## config.mk

```make
export PLATFORM = sky130hd
export DESIGN_NAME = lattice_analysis
export DESIGN_NICKNAME = d
export VERILOG_FILES = /design/src/rtl/lattice_analysis.sv
export SDC_FILE = /design/constraint.sdc
export NUM_CORES = 2
export LEC_CHECK = 0
export ABC_CLOCK_PERIOD_IN_PS = 29500
export CAP_MARGIN = 20
export CORE_ASPECT_RATIO = 0.9
export CORE_MARGIN = 3
export CORE_UTILIZATION = 35
export CTS_CLUSTER_DIAMETER = 40
export DETAILED_ROUTE_END_ITERATION = 7
export DONT_BUFFER_PORTS = 1
export GPL_ROUTABILITY_DRIVEN = 0
export GPL_TIMING_DRIVEN = 1
export PLACE_DENSITY = 0.5
export SETUP_SLACK_MARGIN = 0.2
export SKIP_CTS_REPAIR_TIMING = 1
export SLEW_MARGIN = 30
export SYNTH_ARGS = -nofsm -noshare
export SYNTH_HDL_FRONTEND = slang
export SYNTH_SLANG_ARGS = --single-unit
```

## constraint.sdc

```tcl
create_clock -name clk -period 29.5 [get_ports clk]
set_input_delay 5.9 -clock clk [delete_from_list [all_inputs] [get_ports clk]]
set_output_delay 5.9 -clock clk [all_outputs]
set_load 0.01 [all_outputs]
```

## src/rtl/lattice_analysis.sv

```systemverilog
// Time-multiplexed LPC lattice analysis filter, one stage per clock.
// Double-buffered Q15 reflection coefficients, saturating Q15 datapath.
module lattice_analysis #(
  parameter int ORDER = 10,
  parameter int W     = 16
) (
  input  logic         clk,
  input  logic         rst,
  input  logic [W-1:0] k,
  input  logic         kv,
  input  logic [W-1:0] x,
  input  logic         xv,
  output logic         xrdy,
  output logic [W-1:0] e,
  output logic         ev,
  output logic         coef_ok
);

  localparam int IW = $clog2(ORDER);
  localparam logic [IW-1:0] LAST = IW'(ORDER - 1);

  localparam logic [1:0] IDLE = 2'd0;
  localparam logic [1:0] RUN  = 2'd1;
  localparam logic [1:0] DONE = 2'd2;

  localparam logic signed [2*W:0] HALF = (2*W+1)'(2 ** (W - 2));
  localparam logic signed [W-1:0] SMAX = {1'b0, {(W-1){1'b1}}};
  localparam logic signed [W-1:0] SMIN = {1'b1, {(W-1){1'b0}}};

  logic [1:0]            state;
  logic [IW-1:0]         widx;
  logic [IW-1:0]         sidx;
  logic                  swap_pend;
  logic signed [W-1:0]   shadow [ORDER];
  logic signed [W-1:0]   active [ORDER];
  logic signed [W-1:0]   bd     [ORDER];
  logic signed [W-1:0]   f;
  logic signed [W-1:0]   bcur;

  logic signed [W-1:0]   km;
  logic signed [W-1:0]   bm;
  logic signed [2*W-1:0] pf;
  logic signed [2*W-1:0] pb;
  logic signed [W:0]     fsum;
  logic signed [W:0]     bsum;
  logic signed [W-1:0]   fn;
  logic signed [W-1:0]   bn;
  logic                  accept;

  function automatic logic signed [W:0] rnd(
    input logic signed [2*W-1:0] p
  );
    logic signed [2*W:0] t;
    t = p;
    t = t + HALF;
    t = t >>> (W - 1);
    return t[W:0];
  endfunction

  function automatic logic signed [W-1:0] sat(
    input logic signed [W:0] v
  );
    if (v[W] != v[W-1])
      return v[W] ? SMIN : SMAX;
    return v[W-1:0];
  endfunction

  assign xrdy   = (state == IDLE) && coef_ok && !swap_pend;
  assign accept = xv && xrdy;

  // forward and backward branch each own one multiplier
  always_comb begin
    km   = active[sidx];
    bm   = bd[sidx];
    pf   = km * bm;
    pb   = km * f;
    fsum = $signed({f[W-1], f}) + rnd(pf);
    bsum = $signed({bm[W-1], bm}) + rnd(pb);
    fn   = sat(fsum);
    bn   = sat(bsum);
  end

  always_ff @(posedge clk) begin
    if (rst) begin
      state     <= IDLE;
      widx      <= '0;
      sidx      <= '0;
      swap_pend <= 1'b0;
      coef_ok   <= 1'b0;
      f         <= '0;
      bcur      <= '0;
      e         <= '0;
      ev        <= 1'b0;
      for (int i = 0; i < ORDER; i++) begin
        shadow[i] <= '0;
        active[i] <= '0;
        bd[i]     <= '0;
      end
    end else begin
      ev <= 1'b0;

      if (kv) begin
        shadow[widx] <= k;
        widx <= (widx == LAST) ? '0 : widx + 1'b1;
      end

      // a set completing on a swap cycle must not be lost
      if (kv && widx == LAST)
        swap_pend <= 1'b1;
      else if (state == IDLE && swap_pend)
        swap_pend <= 1'b0;

      unique case (state)
        IDLE: begin
          if (accept) begin
            f     <= x;
            bcur  <= x;
            sidx  <= '0;
            state <= RUN;
          end else if (swap_pend) begin
            active  <= shadow;
            coef_ok <= 1'b1;
          end
        end
        RUN: begin
          f          <= fn;
          bcur       <= bn;
          bd[sidx]   <= bcur;
          if (sidx == LAST) begin
            e     <= fn;
            ev    <= 1'b1;
            state <= DONE;
          end else begin
            sidx <= sidx + 1'b1;
          end
        end
        DONE: state <= IDLE;
        default: state <= IDLE;
      endcase
    end
  end

endmodule

```

After elaboration in Yosys (flattened, before gate mapping). Memory sizes are Yosys's and may differ from the RTL's. A register that Yosys moved wholly into a read port is not among the register bits. Cells that the tools add are included.

Register bits: 381. Latch bits: 0. Bits in writable memories: 160. ROM bits: 0. Bits of input ports: 36. Memories kept: 1.

$add $sub $neg: 6. $mul: 2. Div/mod/pow operators: 0. Magnitude comparators: 3. Equal/unequal tests: 8. Shifts and indexed selects: 0. Muxes and demuxes: 37. Bitwise logic cells: 4. Reductions and logical operators: 17.

Memories: bd (depth 10, width 16, rd ports 1, clocked after memory_dff 1, write ports 10, line 36) `logic signed [W-1:0] bd [ORDER];`.

Operators with widths (count): $mux W16 (11); $bwmux W160 (1); $add A32 B16 Y32 const B (2); $bmux W16 S4 (1); $demux W16 S4 (1); $mul A16 B16 Y32 (2); $pmux W16 S2 (2); $add A16 B17 Y17 (2); $mux W4 (6); $reduce_or A16 Y1 (1); $mux W1 (11); $ge A5 B5 Y1 const B (2); $not A4 Y5 (2); $add A4 B1 Y4 const B (2); $eq A4 B4 Y1 const B (2); $pmux W4 S2 (1); $logic_and A1 B1 Y1 (6); $ne A2 B2 Y1 const B (3); $reduce_and A2 Y1 (3); $reduce_and A3 Y1 (2); $lt A5 B1 Y1 const B (1); $mux W2 (2); $pmux W2 S2 (1); $reduce_bool A2 Y1 (2); other kinds (6) (8).

Depth between registers and ports, before layout.
Depth in word-level cells: 11. Mapped depth: 47. Mapped depth without buffers: 41.

Least setup slack after synthesis. OpenSTA, ideal clock, no wires.

Kind: register to register. From: register with a tool-made name. To: register e[6]. Library setup time: 0.134 ns. Arrival: 10.860 ns. Required time: 29.366 ns. Setup slack: 18.506 ns. Stages on the path, launching flop included: 43. Buffers on the path: 5. Period minus slack after synthesis: 10.994 ns. Path through: dfxtp_1 buf_2 clkbuf_1 buf_1 mux4_2 mux2_2 o21ai_0 clkbuf_1 nor2_1 fa_1 inv_1 fa_1 fa_1 inv_1 fa_1 fa_1 inv_1 fa_1 [... 7 more ...] nor2_1 nor2_1 o21a_1 o21a_1 nor2_1 xnor2_1 ha_1 or3_1 o211a_1 o311ai_0 o22ai_1 or3_1 nor3b_1 mux2_2 a31o_2 buf_2 nor2_1 a211oi_1.

RTL lines: end signal, assigned (line 130) `e <= fn;`; end, declared (line 14) `output logic [W-1:0] e,`.

==> impl_metrics.toml <==
[drt]
drt-total-wl_um = 137300
drc = 0
dr.pass1.iters = 6
drt_iter0_drc = 2720
via_per_inst = 5.069
dr_total_vias = 32490
ant_nets = 0
post_drt_wl_per_cell_um = 21.43

[critical_path]
crit_path_end_kind = "flip-flop"
worstPathMaxFanout = 43
path_common_cell = "fa_1"
crit_path_start_kind = "flip-flop"
required_ns = 30.04
reg2reg_to = "f[12]$_SDFFE_PP0P_"
crit_slowest_cell = "buf_4"
slowest_delay_ns = 0.76
r2r_slack_ns = 17.61
rr_worst_depth = 37
crit_type = "reg -> reg"
cp.arrival_ns = 12.44

[sta]
finalClockSkew_ns = 0.03617
fin_tns_setup_ns = 0
max_slew_margin = 0.1293
tightest_slew_ns = 1.306
hold_violations = 0
max_freq_ghz = 0.08410
fin_crit_sh = 0.4031
layout_min_cycle_time_ns = 11.89
final-max-slew-violation-count = 0
setup_viol = 0
rsz0062_at_grt = "false"

[clock_network]
h-tree-depth = 3
cts_tree = "built"
clock_latency_ns = 0.67
clk_pin_slew_ns = 0.06
clkSinkCount = 641
clk_path_buf_depth = 3
clockRootBuffer = "clkbuf_16"
cts_buffers = 76

[global_routing]
grt_start_max_net_pins = 364
grt_remaining_overflow = 0
grt_pass1_vias = 33050
grt_usage = 0.2050
grt_pass1_wl_um = 211100
antenna_found_initial = 4

[floorplan]
coreArea_sq_um = 129700
rows = 125
die_y_um = 349.7
die_x_um = 387.8
io_pins = 55
dieArea_sq_um = 135600
start_util = 0.3542

[synthesis]
synth_common_cells = "nand2_1 (912), inv_1 (645), fa_1 (526), dfxtp_1 (385), a21oi_1 (374)"
yosysWarnings = 0
async_flop_share = 0
synth_area_leaders = "fa_1 (23%), dfxtp_1 (17%), edfxtp_1 (17%)"
synth_area_per_cell_sq_um = 9.677
synth.top_cell.area_share = 0.2293
synth_most_common_cell = "nand2_1"
synth.distinct_cells = 68
synthesis.nets = 5497
synth_edf_count = 256
ys_seq_area_frac = 0.3352
yosys.area.top_type = "fa_1"
yosys_most_used_dff = "dfxtp_1"
synth_cells = 4746
ys_ff_latch = 641
syn_area_sq_um = 45930

[cells_and_area]
fin_area_sq_um = 50430
multi_input_area_sq_um = 27340
num-fill-cells = 12960
utilization = 0.3890
seq_area_sq_um = 15410
nets = 5382
final_cells = 6409
syn_to_final_growth_pct = 9.807
drive_gt1_frac = 0.07719

[min_path]
hold_path.class = "reg -> reg"
whs_path_depth = 2
holdPathEnd = "active[101]$_SDFFE_PP0P_"
worstHoldStart = "shadow[101]$_SDFFE_PP0P_"

[power_and_ir_drop]
p_per_area_nw_per_um2 = 38.76
seqPwrFrac = 0.477
power_frac_clock = 0.496
pwr-share-comb = 0.027
swShare = 0.2346
power.switching_w = 0.0004586
power_leakage_nw = 20.68
irDropWorstVdd_v = 0.00004209
power_w = 0.001955
internal_power_w = 0.001496

[outcome]
status = "finished, final reports clean"

[placed_design]
portBuffers = 0
dp_cells = 6266
hpwl_um = 96320
placed_area_sq_um = 47810

[run]
max_cap_viol_count = 0
==> per-stage QoR <==
step	hold WS (ns)	worst slack, ns
after floorplan	0.4312	18.51
after global placement	0.4372	17.69
after detailed placement	0.4414	17.59
after CTS	0.4411	17.56
after global routing	0.4574	16.76
final	0.4449	17.61
==> metal layers <==
| metal | share of wire | vias to the layer above | track usage |
|---|---|---|---|
| met1 | 0.47 | 16530 | 0.2983 |
| met2 | 0.44 | 865 | 0.3130 |
| met3 | 0.076 | 139 | 0.05003 |
| met4 | 0.015 | 0 | 0.03533 |
| li1 | - | 14950 | - |
| met5 | 0 | - | 0 |
==> worst max path at each step <==
stage,startpoint,endpoint,slack (ns),depth (start not counted)
finish,flip-flop,f[12]$_SDFFE_PP0P_,17.61,37
global route,flip-flop,e[3]$_SDFFE_PP0P_,16.76,39
CTS,flip-flop,f[12]$_SDFFE_PP0P_,17.56,37
detailed placement,flip-flop,e[14]$_SDFFE_PP0P_,17.59,38
global placement,flip-flop,e[5]$_SDFFE_PP0P_,17.69,37
floorplan,flip-flop,e[6]$_SDFFE_PP0P_,18.51,42
==> flip-flops by register name, indices dropped and copies added (netlist names), named ones only <==
name and flops:
ev 1, bd 256, active 160, swap_pend 1, state 2, widx 4
bcur 16, e 16, sidx 4, shadow 160, coef_ok 1, f 16
==> area by class of cell <==
cell class,count,area share
multi-input cells,3197,0.5420
flip-flops and latches,641,0.3055
inverters,647,0.04815
well taps,1714,0.04252
clock buffers,88,0.03940
clock inverters,49,0.01198
repair buffers,68,0.01020
diodes,5,0.0002481
==> power by group through the flow <==
stage | Combinational, W | Sequential [W] | Clock [W]
after floorplan | 0.0000425 | 0.000950 | 0
after global placement | 0.0000521 | 0.000952 | 0
after detailed placement | 0.0000528 | 0.000952 | 0
after CTS | 0.0000532 | 0.000932 | 0.000987
after global routing | 0.0000578 | 0.000933 | 0.00102
final | 0.0000536 | 0.000932 | 0.000969
==> cells in the final DEF, fill, tap and decap left out, types with 10 or more instances in the layout <==
master,n
nand2b_1,24
o22ai_1,16
nand2_1,908
xnor2_1,63
nor2b_1,53
buf_4,67
a211oi_1,18
nand3_1,24
a21boi_0,10
nor3_1,26
and3_1,20
ha_1,189
xor2_1,16
o22ai_2,11
edfxtp_1,256
nor2_1,351
clkbuf_16,76
and2_1,165
inv_1,645
fa_1,526
o21ai_0,40
dfxtp_1,380
mux4_2,99
inv_6,11
mux2i_1,79
o21a_1,18
a21oi_1,374
a21o_1,22
==> kinds of logic (layout without fill, tap and decap cells) <==
kind of cell,count (synthesis),count (layout),share of synthesized area
adder cells (fa/ha/maj),715,715,0.2808
buffers and inverters,908,852,0.07470
AO/OA/AOI/OAI,590,590,0.07470
other,0,5,0
multiplexers,187,187,0.06797
XOR/XNOR,79,79,0.01506
AND/OR/NAND/NOR,1626,1626,0.1516
flip-flops,641,641,0.3352
==> worst max-delay path: cells and delay by family, from the launching register on <==
kind / cells / cell delay (ns)
AOI/OAI and AO/OA: 9 / 2.38
xor gates and xnor gates: 1 / 0.14
adders and majority gates: 8 / 3.52
buffers and inverters: 5 / 1.24
DFF: 1 / 0.65
muxes: 2 / 0.72
and+or+nand+nor: 12 / 3.10
No activity file was read; power rests on OpenSTA's default activity.
